## config.mk

```make
export PLATFORM = sky130hd
export DESIGN_NAME = alu_cmd_driver_flat
export DESIGN_NICKNAME = d
export VERILOG_FILES = /design/src/rtl/alu_pkg.sv /design/src/rtl/alu_cmd_driver_if.sv /design/src/rtl/alu_cmd_fifo.sv /design/src/rtl/alu_cmd_driver.sv /design/src/flat_wrapper.sv
export SDC_FILE = /design/constraint.sdc
export NUM_CORES = 1
export LEC_CHECK = 0
export BUFFER_PORTS_ARGS = -buffer_cell sky130_fd_sc_hd__buf_4
export CORE_MARGIN = 1.5
export CORE_UTILIZATION = 50
export DETAILED_ROUTE_END_ITERATION = 10
export GPL_ROUTABILITY_DRIVEN = 0
export PLACE_DENSITY = 0.79
export SLEW_MARGIN = 30
export SYNTH_ARGS = -nofsm -noshare
export SYNTH_HDL_FRONTEND = slang
export SYNTH_SLANG_ARGS = --single-unit
```

## constraint.sdc

```tcl
create_clock -name clk -period 3.15 [get_ports clk]
set_clock_uncertainty 0.1 [all_clocks]
set_input_delay 0.315 -clock clk [delete_from_list [all_inputs] [get_ports clk]]
set_output_delay 0.315 -clock clk [all_outputs]
set_load 0.02 [all_outputs]
```

## src/rtl/alu_pkg.sv

```systemverilog
// alu_pkg: shared ALU op encodings, driver FSM states and the buffered command layout.
package alu_pkg;
    localparam int W = 8;
    localparam logic [1:0] OP_ADD = 2'b00;
    localparam logic [1:0] OP_SUB = 2'b01;
    localparam logic [1:0] OP_AND = 2'b10;
    localparam logic [1:0] OP_OR  = 2'b11;
    typedef enum logic [1:0] {IDLE, ISSUE, RESP} state_t;
    typedef struct packed {
        logic         chain;
        logic [1:0]   op;
        logic [W-1:0] b;
        logic [W-1:0] a;
    } cmd_t;
endpackage

```

## src/rtl/alu_cmd_driver_if.sv

```systemverilog
// alu_cmd_driver_if: command and response valid/ready streams of the ALU command driver.
interface alu_cmd_driver_if #(parameter int W = 8);
    logic         cmd_valid;
    logic         cmd_ready;
    logic [W-1:0] cmd_a;
    logic [W-1:0] cmd_b;
    logic [1:0]   cmd_op;
    logic         cmd_chain;
    logic         rsp_valid;
    logic         rsp_ready;
    logic [W-1:0] rsp_result;
    logic [1:0]   rsp_op;
    logic         rsp_zero;
    modport master (
        output cmd_valid, cmd_a, cmd_b, cmd_op, cmd_chain, rsp_ready,
        input  cmd_ready, rsp_valid, rsp_result, rsp_op, rsp_zero
    );
    modport slave (
        input  cmd_valid, cmd_a, cmd_b, cmd_op, cmd_chain, rsp_ready,
        output cmd_ready, rsp_valid, rsp_result, rsp_op, rsp_zero
    );
endinterface

```

## src/rtl/alu_cmd_fifo.sv

```systemverilog
// alu_cmd_fifo: first-word-fall-through synchronous FIFO holding pending ALU commands.
module alu_cmd_fifo #(
    parameter int W     = 8,
    parameter int DEPTH = 4
) (
    input  logic                         clk,
    input  logic                         rst,
    input  logic                         push,
    input  logic                         pop,
    input  logic [W-1:0]                 din,
    output logic [W-1:0]                 dout,
    output logic                         full,
    output logic                         empty,
    output logic [$clog2(DEPTH+1)-1:0]   count
);
    localparam int AW = $clog2(DEPTH);
    localparam int CW = $clog2(DEPTH + 1);
    localparam logic [CW-1:0] FULL_COUNT = CW'(DEPTH);
    logic [W-1:0]  mem [DEPTH];
    logic [AW-1:0] wptr;
    logic [AW-1:0] rptr;
    logic          do_push;
    logic          do_pop;
    assign full    = count == FULL_COUNT;
    assign empty   = count == '0;
    assign do_push = push && !full;
    assign do_pop  = pop && !empty;
    assign dout    = mem[rptr];
    always_ff @(posedge clk or posedge rst) begin
        if (rst) begin
            wptr  <= '0;
            rptr  <= '0;
            count <= '0;
        end else begin
            if (do_push) wptr <= wptr + 1'b1;
            if (do_pop) rptr <= rptr + 1'b1;
            if (do_push && !do_pop) count <= count + 1'b1;
            else if (do_pop && !do_push) count <= count - 1'b1;
        end
    end
    always_ff @(posedge clk) begin
        if (do_push) mem[wptr] <= din;
    end
endmodule

```

## src/rtl/alu_cmd_driver.sv

```systemverilog
// alu_cmd_driver: buffers ALU commands, drives the ALU from registers and returns results in order.
module alu_cmd_driver
    import alu_pkg::*;
#(
    parameter int W     = alu_pkg::W,
    parameter int DEPTH = 4
) (
    input  logic                clk,
    input  logic                rst,
    alu_cmd_driver_if.slave     bus,
    output logic [W-1:0]        alu_a,
    output logic [W-1:0]        alu_b,
    output logic [1:0]          alu_op,
    input  logic [W-1:0]        alu_result,
    output logic                busy
);
    state_t                       state;
    state_t                       next;
    cmd_t                         din;
    cmd_t                         head;
    logic                         push;
    logic                         pop;
    logic                         full;
    logic                         empty;
    logic [$clog2(DEPTH+1)-1:0]   count;
    logic [W-1:0]                 result;
    logic [1:0]                   result_op;
    assign din            = '{chain: bus.cmd_chain, op: bus.cmd_op, b: bus.cmd_b, a: bus.cmd_a};
    assign push           = bus.cmd_valid && !full;
    assign bus.cmd_ready  = !full;
    assign bus.rsp_valid  = state == RESP;
    assign bus.rsp_result = result;
    assign bus.rsp_op     = result_op;
    assign bus.rsp_zero   = result == '0;
    assign busy           = state != IDLE || count != '0;
    alu_cmd_fifo #(.W($bits(cmd_t)), .DEPTH(DEPTH)) u_fifo (
        .clk   (clk),
        .rst   (rst),
        .push  (push),
        .pop   (pop),
        .din   (din),
        .dout  (head),
        .full  (full),
        .empty (empty),
        .count (count)
    );
    always_ff @(posedge clk or posedge rst) begin
        if (rst) state <= IDLE;
        else state <= next;
    end
    // A pop is only ever taken when the ALU path is free: from IDLE, or as a response retires.
    always_comb begin
        pop  = !empty && (state == IDLE || (state == RESP && bus.rsp_ready));
        next = state == ISSUE ? RESP :
               pop ? ISSUE :
               (state == RESP && bus.rsp_ready) ? IDLE : state;
    end
    always_ff @(posedge clk or posedge rst) begin
        if (rst) begin
            alu_a     <= '0;
            alu_b     <= '0;
            alu_op    <= '0;
            result    <= '0;
            result_op <= '0;
        end else begin
            if (pop) begin
                alu_a  <= head.chain ? result : head.a;
                alu_b  <= head.b;
                alu_op <= head.op;
            end
            if (state == ISSUE) begin
                result    <= alu_result;
                result_op <= alu_op;
            end
        end
    end
endmodule

```

## src/flat_wrapper.sv

```systemverilog
// flat-port wrapper written by rule: the top's interface ports become plain ports
module alu_cmd_driver_flat import alu_pkg::*;
#(
    parameter int W     = alu_pkg::W,
    parameter int DEPTH = 4
)
  (clk, rst, alu_a, alu_b, alu_op, alu_result, busy, bus_cmd_valid, bus_cmd_a, bus_cmd_b, bus_cmd_op, bus_cmd_chain, bus_rsp_ready, bus_cmd_ready, bus_rsp_valid, bus_rsp_result, bus_rsp_op, bus_rsp_zero);
  alu_cmd_driver_if #(.W(W)) bus_i ();
  input  logic clk;
  input  logic rst;
  output logic [W-1:0] alu_a;
  output logic [W-1:0] alu_b;
  output logic [1:0] alu_op;
  input  logic [W-1:0] alu_result;
  output logic busy;
  input wire logic [$bits(bus_i.cmd_valid)-1:0] bus_cmd_valid;
  input wire logic [$bits(bus_i.cmd_a)-1:0] bus_cmd_a;
  input wire logic [$bits(bus_i.cmd_b)-1:0] bus_cmd_b;
  input wire logic [$bits(bus_i.cmd_op)-1:0] bus_cmd_op;
  input wire logic [$bits(bus_i.cmd_chain)-1:0] bus_cmd_chain;
  input wire logic [$bits(bus_i.rsp_ready)-1:0] bus_rsp_ready;
  output wire logic [$bits(bus_i.cmd_ready)-1:0] bus_cmd_ready;
  output wire logic [$bits(bus_i.rsp_valid)-1:0] bus_rsp_valid;
  output wire logic [$bits(bus_i.rsp_result)-1:0] bus_rsp_result;
  output wire logic [$bits(bus_i.rsp_op)-1:0] bus_rsp_op;
  output wire logic [$bits(bus_i.rsp_zero)-1:0] bus_rsp_zero;
  assign bus_i.cmd_valid = bus_cmd_valid;
  assign bus_i.cmd_a = bus_cmd_a;
  assign bus_i.cmd_b = bus_cmd_b;
  assign bus_i.cmd_op = bus_cmd_op;
  assign bus_i.cmd_chain = bus_cmd_chain;
  assign bus_i.rsp_ready = bus_rsp_ready;
  assign bus_cmd_ready = bus_i.cmd_ready;
  assign bus_rsp_valid = bus_i.rsp_valid;
  assign bus_rsp_result = bus_i.rsp_result;
  assign bus_rsp_op = bus_i.rsp_op;
  assign bus_rsp_zero = bus_i.rsp_zero;
  alu_cmd_driver #(.W(W), .DEPTH(DEPTH)) u_core (.clk(clk), .rst(rst), .bus(bus_i), .alu_a(alu_a), .alu_b(alu_b), .alu_op(alu_op), .alu_result(alu_result), .busy(busy));
endmodule
```

# Yosys cells after proc, flatten, opt, wreduce, memory -nomap -nowiden

Memories as Yosys holds them, arrays and structs flattened.
Index checks and enable logic that the tools add are counted.

Register bits after elaboration: 37
Memory bits (writable): 76
Logic and storage cells: 45
Memories kept: 1

Add/sub/neg operators: 4
Equality and inequality tests: 3
Muxes and demuxes: 8
Reductions and logical operators: 20

Memory list:

| name              | words | width | rd ports | clocked after memory_dff | write ports | RTL line           | RTL |
|---|---|---|---|---|---|---|---|
| u_core.u_fifo.mem | 4     | 19    | 1        | 0                        | 1           | alu_cmd_fifo.sv:19 | `logic [W-1:0] mem [DEPTH];` |

Operators with widths:

| kind                  | number |
|---|---|
| $logic_not A8 Y1      | 1 |
| $mux W8               | 1 |
| $logic_and A1 B1 Y1   | 7 |
| $mux W2               | 3 |
| $mux W3               | 2 |
| $reduce_bool A3 Y1    | 2 |
| $add A2 B1 Y2 const B | 2 |
| $logic_not A1 Y1      | 4 |
| $reduce_bool A2 Y1    | 2 |
| $add A3 B1 Y3 const B | 1 |
| $eq A3 B3 Y1 const B  | 1 |
| $logic_not A3 Y1      | 1 |
| $sub A3 B1 Y3 const B | 1 |
| $eq A2 B1 Y1 const B  | 1 |
| $eq A2 B2 Y1 const B  | 1 |
| $logic_not A2 Y1      | 1 |
| $logic_or A1 B1 Y1    | 2 |
| $mux W1               | 2 |

# Logic depth before layout (Yosys ltp)

Gate-level depths: netlist (run 1).

Depth after elaboration: 8
Mapped depth: 10
Gate-level depth less buffers: 9

# By module

Synthesis (run 1) repeated with hierarchy kept, for this count alone.

Cells, all modules: 222
Area, all modules: 4,524.3 sq um

Modules (own cells, without submodules):

| module         | times used | cells an instance | area each (sq um) | seq. area each (sq um) |
|---|---|---|---|---|
| alu_cmd_fifo   | 1          | 135               | 3,176.8           | 2,457.4 |
| alu_cmd_driver | 1          | 87                | 1,347.5           | 750.7 |

# Worst setup path after synthesis (run 1)

No wires, ideal clock.

Kind: register to register
Start: register u_core.state[1]
End: register u_core.u_fifo.count[1]
Library setup time: 125 ps
Arrival time: 2,019 ps
Data required time: 2,925 ps
Path slack: 906 ps
Cell stages (with the launch flop): 9
Buffers on the path: 1
Cells stage by stage: dfrtp_1 -> nor2b_1 -> nor3_1 -> buf_2 -> inv_1 -> ha_1 -> inv_1 -> fa_1 -> mux2_2

Longest elaborated chain between the ends: 8
Elaborated cells between the ends (all ways): 11
Classes of those cells: eq/ne (1); mux (1); reduce/logical (9)

Ends and longest elaborated chain:

| element                                       | RTL line             | RTL |
|---|---|---|
| start: declaration                            | alu_cmd_driver.sv:17 | `state_t state;` |
| start signal: assignment                      | alu_cmd_driver.sv:49 | `else state <= next;` |
| $eq A2 B2 Y1                                  | alu_cmd_driver.sv:53 | `pop = !empty && (state == IDLE \|\| (state == RESP && bus.rsp_ready));` |
| $logic_and A1 B1 Y1                           | alu_cmd_driver.sv:53 |  |
| $logic_or A1 B1 Y1 *                          | alu_cmd_driver.sv:53 |  |
| $logic_and A1 B1 Y1 *                         | alu_cmd_driver.sv:53 |  |
| $logic_and A1 B1 Y1 *                         | alu_cmd_fifo.sv:27   | `assign do_pop = pop && !empty;` |
| $logic_not A1 Y1                              | alu_cmd_fifo.sv:37   | `if (do_push && !do_pop) count <= count + 1'b1;` |
| $logic_and A1 B1 Y1                           | alu_cmd_fifo.sv:37   |  |
| $mux W3 or $reduce_bool A2 Y1 (tied branches) | n/a                  |  |
| end signal: assignment                        | alu_cmd_fifo.sv:37   |  |
| end signal: assignment                        | alu_cmd_fifo.sv:38   | `else if (do_pop && !do_push) count <= count - 1'b1;` |
| end: declaration                              | alu_cmd_fifo.sv:14   | `output logic [$clog2(DEPTH+1)-1:0] count` |

Mark *: on every way between the ends. The rest lies on a longest branch, timed or not.
A chain may end at the register's enable or synchronous reset.

# Final worst setup path (run 1)

Start: register u_core.u_fifo.rptr[0]
End: register u_core.alu_a[5]

Longest elaborated chain between the ends: 2

Ends and longest elaborated chain:

| element                  | RTL line             | RTL |
|---|---|---|
| start: declaration       | alu_cmd_fifo.sv:21   | `logic [AW-1:0] rptr;` |
| start signal: assignment | alu_cmd_fifo.sv:36   | `if (do_pop) rptr <= rptr + 1'b1;` |
| $mem_v2 Z4 W19           | n/a                  |  |
| $mux W8                  | alu_cmd_driver.sv:67 | `alu_a <= head.chain ? result : head.a;` |
| end signal: assignment   | alu_cmd_driver.sv:67 |  |
| end: declaration         | alu_cmd_driver.sv:11 | `output logic [W-1:0] alu_a,` |

No other way between the ends.

==> results of run 1 <==
[synth_stat cells (4+ instances only)]
| cell | instances | share of area (%) |
|---|---|---|
| mux2_4 | 16 | 5.4 |
| ha_1 | 5 | 1.4 |
| and2_1 | 4 | 0.56 |
| dfrtp_1 | 37 | 21 |
| nor2_1 | 4 | 0.34 |
| inv_1 | 5 | 0.42 |
| edfxtp_1 | 76 | 51 |
| xor2_1 | 4 | 0.79 |
| mux2_2 | 22 | 5.6 |
| mux4_2 | 16 | 8.1 |
[sequential cells by signal, summed over array words and instances (netlist names)]
| signal | count |
|---|---|
| u_core.u_fifo.mem | 76 |
| u_core.bus.rsp_op | 2 |
| u_core.alu_op | 2 |
| u_core.bus.rsp_result | 8 |
| u_core.state | 2 |
| u_core.alu_a | 8 |
| u_core.u_fifo.count | 3 |
| u_core.u_fifo.rptr | 2 |
| u_core.u_fifo.wptr | 2 |
| u_core.alu_b | 8 |
[metrics by stage]
stage / util (%) / worst slack [ns] / hold WS, ns / power [W]
after detailed placement: 58.6 / 0.855 / 0.382 / 0.00449
after global routing: 69.0 / 0.729 / 0.188 / 0.00678
after global placement: 58.6 / 0.917 / 0.363 / 0.00442
after CTS: 69.0 / 0.830 / 0.175 / 0.00652
after floorplan: - / 0.906 / 0.314 / 0.00380
final: 69.0 / 0.912 / 0.191 / 0.00647
[layout make-up]
class                      count  share of cell area (%)
clock buffer                  17                    6.91
clock inverter                15                    3.45
inverter                       5                   0.313
multi-input combinational     90                    19.9
sequential                   113                    53.6
tap                          108                    2.26
timing repair buffer          99                    13.6
[kinds of logic after synthesis]
group           count (synthesis)
buf+inv                        13
flops                         113
xor+xnor                        6
compound gates                  2
mux                            57
fa+ha+maj                       6
simple gates                   19
[power groups by stage]
stage	clock network, W	registers [W]	logic, W
after floorplan	0	0.00250	0.00130
after global placement	0	0.00238	0.00203
after detailed placement	0	0.00240	0.00209
after CTS	0.00200	0.00239	0.00214
after global routing	0.00208	0.00243	0.00227
final	0.00198	0.00237	0.00211
[placed cells by master (no fill, tap or decap), drive strengths merged]
master       synthesis  layout
or2                  1       1
and2                 4       4
clkinvlp             0       4
nor2                 4       4
edfxtp              76      76
dlygate4sd3          0      28
nor3                 2       2
or4                  2       2
nand2                2       2
dfrtp               37      37
nor4b                1       1
mux2                38      38
o21ba                1       1
clkbuf               1      17
nor2b                3       3
xnor2                2       2
a21boi               1       1
fa                   1       1
ha                   5       5
xor2                 4       4
bufinv               0       4
clkinv               0       3
inv                  5       9
buf                  7      71
mux4                19      19
[worst paths after layout]
path / endpoint / cells past startpoint / from
worst min-delay path: u_core.u_fifo.wptr[0] / 3 / bus_cmd_valid
worst min register to register: u_core.bus.rsp_op[0] / 1 / u_core.bus.rsp_op[0]
worst max register to register: u_core.alu_a[5] / 4 / u_core.u_fifo.rptr[0]
max in group asynchronous: u_core.alu_b[6] / 4 / rst
worst max-delay path: u_core.alu_a[5] / 4 / u_core.u_fifo.rptr[0]
min in group asynchronous: u_core.alu_b[1] / 4 / rst
[worst max-delay path, stage by stage (launching register included)]
cell and delay, ns:
dfrtp_1 0.67, buf_4 0.28, mux4_2 0.54, mux2_4 0.28, mux2_4 0.25
[routing by layer]
metal	wire length (um)	part of all wire, %	track usage, %
met1	3510	42	24.1
met2	4360	52	31.7
met3	321	3.9	5.76
met4	127	1.5	6.81
met5	0	0	0
==> metrics.cfg, run 1 <==
[synth]
synthDistinctLibCells=26
syn_area_per_cell_sq_um=20.7
syn_nets=253
synth_area_sq_mm=0.00446
seq_area_frac_synth_pct=71.9
synthFlopType=edfxtp_1
synth_simple_gate_area_share_pct=2.38
synth_top_family_by_area=multiplexers
synth_compound_area_share_pct=0.393
syn_inst=216
async_flop_share_pct=32.7
yosysWarnings=0
synth_mux_area_share_pct=20.8
synth_edf_count=76
synth_xor_area_share_pct=1.18
synth-adder-area-share_pct=1.85
ys_ff_latch=113

[global_route]
grt_max_degree=38
grt_pass1_vias=2541
antenna_found_initial=0
grt_overflow=0
grt_pass1_wl_um=13500
grt_util_all_layers_pct=19.2

[clock_tree]
cts-resized-gates=0
clkSinkCount=113
htree_levels=4
postCtsSetupBuffers=0
clkTransAtPathRegs_ns=0.06
clk_latency_ns=0.50
cts_hold_buf=28
cts_buffers=17
cts-root-buf=clkbuf_8
clockBufferDepth=2
cts_tree=yes

[setup_path]
cp_max_fo=9
cp.required_ns=3.44
crit_path_start_kind=flip-flop
crit_arrival_ns=2.52
reg2reg_slack_ns=0.91
end_kind=flip-flop
critPathKind=flip-flop to flip-flop

[finish]
diodes=0
fillers=579
final_nets=363
fin_cells=447
multiInputGateArea_sq_mm=0.00119
stdcell_area_sq_mm=0.00599
seq_area_sq_mm=0.00321
syn_to_final_growth_pct=34.2
layout-drive-gt1-share_pct=47.2

[place]
dp_cells=387
placed_area_sq_mm=0.00509
dpl.hpwl_um=4960
port_buffers=62

[detailed_routing]
first_pass_iters=5
drc_errors=0
routed_via_density=5.25
wl_per_cell_um=18.6
vias=2348
drt_iter0_markers=152
ant_nets=0
wirelength_um=8310

[power_and_ir_drop]
swShare_pct=30.0
pwr-share-seq_pct=36.7
p_int_w=0.00453
p_per_area_mw_per_mm2=1080
pwr-share-clk_pct=30.6
peakVddDrop_v=0.000627
p_leak_nw=2.35
switchingPower_w=0.00194
power_frac_comb_pct=32.7

[die]
core_area_sq_mm=0.00868
core.rowCount=34
initial_core_util_pct=51.4
ios=63
die_h_um=97.5
die_w_um=97.5
dieArea_sq_mm=0.00950

[timing]
fmaxAchievable_mhz=447
worstMarginPinSlew_ns=0.571
finalCritPeriodShare_pct=71.0
hold_viol=0
grt_setup_unrepaired=false
layout_min_cycle_time_ns=2.24
slew_headroom_pct=61.8
drv_slew=0
tns_ns=0
finalSetupViolations=0

[flow_run]
max_cap_viol_count=0

[status]
status=completed

[hold_path]
hold_class=input pin to flip-flop

Note: power is estimated with default switching activity, not from simulation.
==> run 2, diff against run 1 <==
Settings changed: PLACE_DENSITY 0.79 to 0.82.
Clock period 3.15 ns to 2 ns, I/O delays scaled along.
==> metrics.cfg, run 2 (synthesis results as in run 1) <==
[setup_path]
crit_arrival_ns=1.70  ; -0.82 ns
worst_path_largest_cell_delay_ns=0.55  ; -0.12 ns
crit_path_start_kind=flip-flop
critPathKind=flip-flop to output port
cp.required_ns=1.70  ; -1.74 ns
end_kind=output port
path_cells=or4_4 -> nor2_4 -> buf_6
critPathBufInv=1  ; unchanged
path_delay_family=simple AND/OR/NAND/NOR gates
cp_max_fo=4  ; -5
r2r_cells=9  ; +5
crit_slowest_cell=or4_4
cp.depth=3  ; -1

[timing]
finalSetupViolations=0  ; unchanged
fin_ws_ns=0.00156  ; -0.911 ns
worstMarginPinSlew_ns=0.501  ; -0.0699 ns
fmaxAchievable_mhz=500
layout_min_cycle_time_ns=2.00
slew_headroom_pct=66.6  ; +4.8 points
hold_viol=0  ; unchanged
drv_slew=0  ; unchanged
grt_setup_unrepaired=true
finalCritPeriodShare_pct=99.9

[clock_tree]
cts_tree=yes
cts-root-buf=clkbuf_8
clkTransAtPathRegs_ns=0.05  ; about the same
clockBufferDepth=2  ; unchanged
htree_levels=4  ; unchanged
clk_latency_ns=0.51  ; about the same
clkSinkCount=113  ; unchanged
cts_buffers=17  ; unchanged

[place]
port_buffers=62  ; unchanged
dp_cells=398  ; +2.8%
placed_area_sq_mm=0.00524  ; +3.0%
dpl.hpwl_um=5410  ; +9.1%
post-place-ws_ns=0.00110  ; -0.854 ns

[detailed_routing]
routed_via_density=5.13  ; -2.3%
vias=2401  ; +2.3%
ant_nets=0  ; unchanged
wirelength_um=8650  ; +4.0%
first_pass_iters=6  ; +1
wl_per_cell_um=18.5  ; -0.65%
drt_iter0_markers=94  ; -38%
drc_errors=0  ; unchanged

[die]
die_h_um=97.5  ; unchanged
dieArea_sq_mm=0.00950  ; unchanged
core_area_sq_mm=0.00868  ; unchanged
ios=63  ; unchanged
initial_core_util_pct=51.4  ; unchanged
die_w_um=97.5  ; unchanged
core.rowCount=34  ; unchanged

[flow_run]
max_cap_viol_count=0  ; unchanged

[global_route]
grt_util_all_layers_pct=20.2  ; +1.0 points
grt_pass1_wl_um=13900  ; +3.0%
grt_pass1_vias=2617  ; +3.0%
grt_overflow=0  ; unchanged
grt_max_degree=38  ; unchanged
antenna_found_initial=0  ; unchanged

[power_and_ir_drop]
p_leak_nw=2.45  ; +4.3%
finalPower_w=0.0102  ; +58%
peakVddDrop_v=0.000924  ; +47%
p_per_area_mw_per_mm2=1660  ; +54%

[finish]
layout-drive-gt1-share_pct=52.2  ; +5.0 points
final_nets=384  ; +5.8%
diodes=0  ; unchanged
syn_to_final_growth_pct=38.3
layout_common_cells=buf_4 (87), edfxtp_1 (76), dfrtp_1 (35), dlygate4sd3_1 (28), mux2_2 (22)
final_common_cell=buf_4
largest-register=u_core.u_fifo.mem
stdcell_area_sq_mm=0.00617  ; +3.1%
largest_reg_flops=76  ; unchanged
fin_cells=468  ; +4.7%

[status]
status=completed

[hold_path]
hold_depth=3  ; unchanged
hold_class=input pin to flip-flop

[run 2: per-layer routing]
metal  track usage [%]  routed length [um]  share of wire [%]  up-vias
met5                 0                   0                  0        -
met4              9.78                 131                1.5        0
met3              5.40                 352                4.1       12
met2              34.2                4580                 53       69
met1              24.0                3580                 41     1214
li1                  -                   -                  -     1106
[run 2: stage by stage]
| stage | TNS [ns] | util (%) | hold slack [ns] |
|---|---|---|---|
| 2_1_floorplan | -0.0931 | - | 0.199 |
| 3_3_place_gp | 0 | 60.3 | 0.250 |
| 3_5_place_dp | 0 | 60.3 | 0.275 |
| 4_1_cts | -0.00184 | 70.1 | 0.0734 |
| 5_1_grt | -0.0809 | 71.1 | 0.0388 |
| 6_report | 0 | 71.1 | 0.0265 |
[run 2: report_power, final]
part / leakage (nW) / internal (W) / switching (W)
combinational: 1.06 / 0.00216 / 0.00172
clock: 0.264 / 0.00174 / 0.000971
sequential: 1.13 / 0.00326 / 0.000394
total: 2.45 / 0.00717 / 0.00308
[run 2: worst paths after layout]
path | startpoint | end | slack [ns]
max in group asynchronous | rst | u_core.u_fifo.count[1] | 1.12
min in group asynchronous | rst | u_core.bus.rsp_op[1] | 0.29
worst min register to register | u_core.alu_b[2] | u_core.alu_b[2] | 0.41
worst max-delay path | u_core.bus.rsp_result[7] | bus_rsp_zero | 0.002
worst max register to register | u_core.u_fifo.count[1] | u_core.u_fifo.count[2] | 0.08
worst min-delay path | bus_rsp_ready | u_core.state[1] | 0.03
[run 2: cell type report]
| class | count | area, sq um |
|---|---|---|
| clock buffers | 19 | 422 |
| multi-input cells | 90 | 1250 |
| clock inverters | 13 | 120 |
| well taps | 108 | 135 |
| fillers | 533 | 2510 |
| repair buffers | 120 | 1020 |
| inverters | 5 | 18.8 |
| flip-flops and latches | 113 | 3210 |
[run 2: worst reg2reg max path, cell delays in order, from the launching register on]
cell     delay (ns)
dfrtp_2        0.44
nor3_4         0.25
nor3_4         0.06
inv_2          0.07
ha_4           0.13
inv_2          0.04
fa_2           0.34
xor2_1         0.15
nor2_1         0.12
xor2_1         0.15
[run 2: timing repair]
item                                   CTS  global route
endpoints found under the hold margin  121             0
pin swaps                                0             3
setup buffers                            2             8
gates resized for setup                  1            10
setup endpoints to repair                2             3
hold buffers                            28             0
==> run 3, diff against run 2 <==
Settings changed: SYNTH_HIERARCHICAL set to 1.
==> metrics.cfg, run 3 <==
[status]
status=finished with violations
violations=negative setup slack

[synth]
async_flop_share_pct=32.7  ; unchanged
syn_inst=222  ; +2.8%
synth.most_common_cell=edfxtp_1
synthTopCellsByArea=edfxtp_1 (50%), dfrtp_1 (20%), mux4_2 (9.5%)
synth_top_cell_area_share_pct=50.4  ; -0.71 points
synthFlopType=edfxtp_1
syn_nets=259  ; +2.4%
seq_area_frac_synth_pct=70.9  ; -0.99 points
syn_area_per_cell_sq_um=20.4  ; -1.3%
synth_commonest_cells=edfxtp_1 (76), dfrtp_1 (37), mux2_2 (19), mux2_4 (19), mux4_2 (19)
synthDistinctLibCells=27  ; +3.8%
synth_area_sq_mm=0.00452  ; +1.4%
ys_ff_latch=113  ; unchanged
synth_edf_count=76  ; unchanged
yosysTopAreaCell=edfxtp_1
yosysWarnings=6  ; +6

[hold_path]
hold_class=input pin to async pin

[global_route]
antenna_found_initial=0  ; unchanged
grt_max_degree=31  ; -18%
grt_pass1_wl_um=14300  ; +3.2%
grt_pass1_vias=2790  ; +6.6%
grt_util_all_layers_pct=20.6  ; +0.39 points
grt_overflow=0  ; unchanged

[clock_tree]
clkTransAtPathRegs_ns=0.05  ; about the same
htree_levels=4  ; unchanged
cts_buffers=17  ; unchanged
clkSinkCount=113  ; unchanged
clk_latency_ns=0.51  ; about the same
cts_tree=yes
cts-root-buf=clkbuf_8
clockBufferDepth=2  ; unchanged

[timing]
fmaxAchievable_mhz=465  ; -7.1%
hold_viol=0  ; unchanged
finalSetupViolations=41  ; +41
slew_headroom_pct=73.2  ; +6.6 points
grt_setup_unrepaired=true
finalCritPeriodShare_pct=108  ; +7.6 points
drv_slew=0  ; unchanged
worstMarginPinSlew_ns=0.402  ; -0.0992 ns
fin_ws_ns=-0.150  ; -0.152 ns
layout_min_cycle_time_ns=2.15  ; +0.152 ns

[setup_path]
cp.required_ns=2.29  ; +0.59 ns
cp_max_fo=3  ; -1
crit_slowest_cell=dfrtp_2
worst_path_largest_cell_delay_ns=0.44  ; -0.11 ns
path_cells=buf_4 -> nor3b_4 -> nor2b_1 -> nor2b_4 -> ha_4 -> inv_2 -> fa_2 -> mux2_2
critPathBufInv=2  ; +1
critPathKind=flip-flop to flip-flop
end_kind=flip-flop
crit_arrival_ns=2.44  ; +0.74 ns
path_delay_family=adder cells
crit_path_start_kind=flip-flop

[detailed_routing]
drt_iter0_markers=51  ; -46%
wirelength_um=9280  ; +7.3%
drc_errors=0  ; unchanged
routed_via_density=5.21  ; +1.6%
wl_per_cell_um=19.5  ; +5.7%
vias=2477  ; +3.2%
ant_nets=0  ; unchanged
first_pass_iters=4  ; -2

[place]
post-place-ws_ns=-0.148  ; -0.149 ns
dp_cells=403  ; +1.3%
dpl.hpwl_um=5460  ; +1.0%
port_buffers=62  ; unchanged
placed_area_sq_mm=0.00522  ; -0.29%

[finish]
final_common_cell=buf_4
syn_to_final_growth_pct=37.3
layout_common_cells=buf_4 (89), edfxtp_1 (76), dfrtp_1 (35), dlygate4sd3_1 (29)
largest_reg_flops=76  ; unchanged
stdcell_area_sq_mm=0.00621  ; +0.63%
fin_cells=475  ; +1.5%
final_nets=391  ; +1.8%
layout-drive-gt1-share_pct=53.1  ; +0.91 points
largest-register=u_core/u_fifo/mem
diodes=0  ; unchanged
utilization_pct=70.9  ; -0.25 points
fillers=548  ; +2.8%

[die]
dieArea_sq_mm=0.00963  ; +1.4%
die_h_um=98.1  ; +0.68%
die_w_um=98.1  ; +0.68%
ios=63  ; unchanged
core.rowCount=34  ; unchanged
initial_core_util_pct=51.6  ; +0.21 points
core_area_sq_mm=0.00876  ; +0.98%

[flow_run]
max_cap_viol_count=0  ; unchanged

[power_and_ir_drop]
finalPower_w=0.0105  ; +2.3%
p_leak_nw=2.50  ; +1.9%
p_per_area_mw_per_mm2=1690  ; +1.7%
peakVddDrop_v=0.00108  ; +17%

run 3: stage by stage:
stage,hold WS [ns],setup TNS [ns]
after detailed placement,0.0778,-0.471
after global placement,0.0751,-0.0987
after CTS,0.0920,-0.228
final,0.114,-1.85
after global routing,0.128,-4.88
after floorplan,-0.0967,-0.448
run 3: kinds of logic (layout without fill, tap and decap cells):
group / after synthesis / after routing / synth area share [%]
adders and majority gates: 6 / 6 / 1.83
muxes: 57 / 57 / 20.5
and+or+nand+nor: 24 / 24 / 3.57
xor gates and xnor gates: 6 / 6 / 1.16
DFF: 113 / 113 / 70.9
buffers and inverters: 16 / 161 / 2.05
run 3: worst min-delay path, delay by kind of cell:
kind	cells	cell delay, ns
buffers and inverters	3	0.92
run 3: final cells by class:
type                       count  area, sq um  share of cell area [%]
sequential                   113         3210                    51.7
multi-input combinational     93         1280                    20.6
timing repair buffer         122         1020                    16.4
clock buffer                  25          474                    7.63
tap                          108          135                    2.18
clock inverter                 7         58.8                   0.947
inverter                       7         28.8                   0.463
run 3: metal layers:
metal / wire length [um] / global-route usage (%)
met2: 5200 / 36.8
met1: 3540 / 22.8
met4: 130 / 7.03
met5: 0 / 0
met3: 409 / 7.30
run 3: worst paths after layout:
path | from | endpoint | slack (ns) | cells past startpoint
max | u_core/u_fifo/count[1] | u_core/u_fifo/count[1] | -0.15 | 8
min | rst | u_core/u_fifo/wptr[1] | 0.11 | 3
max reg2reg | u_core/u_fifo/count[1] | u_core/u_fifo/count[1] | -0.15 | 8
min reg2reg | u_core/bus.rsp_op[1] | u_core/bus.rsp_op[1] | 0.41 | 1
max in group asynchronous | rst | u_core/alu_a[3] | 1.25 | 4
min in group clk | bus_cmd_b[0] | u_core/u_fifo/mem[3][8] | 0.33 | 2
run 3: report_power, final:
part           total [W]  internal, W  switching (W)
registers        0.00369      0.00327       0.000418
clock network    0.00266      0.00172       0.000935
logic            0.00413      0.00230        0.00183
total             0.0105      0.00730        0.00318
run 3: timing repair:
| action | CTS | global route |
|---|---|---|
| resized for setup | 13 | 2 |
| buffers inserted | 4 | 7 |
| endpoints found under the setup margin | 50 | 15 |
| hold buffers | 29 | 0 |
| endpoints found under the hold margin | 122 | 0 |
| pin swaps | 3 | 11 |
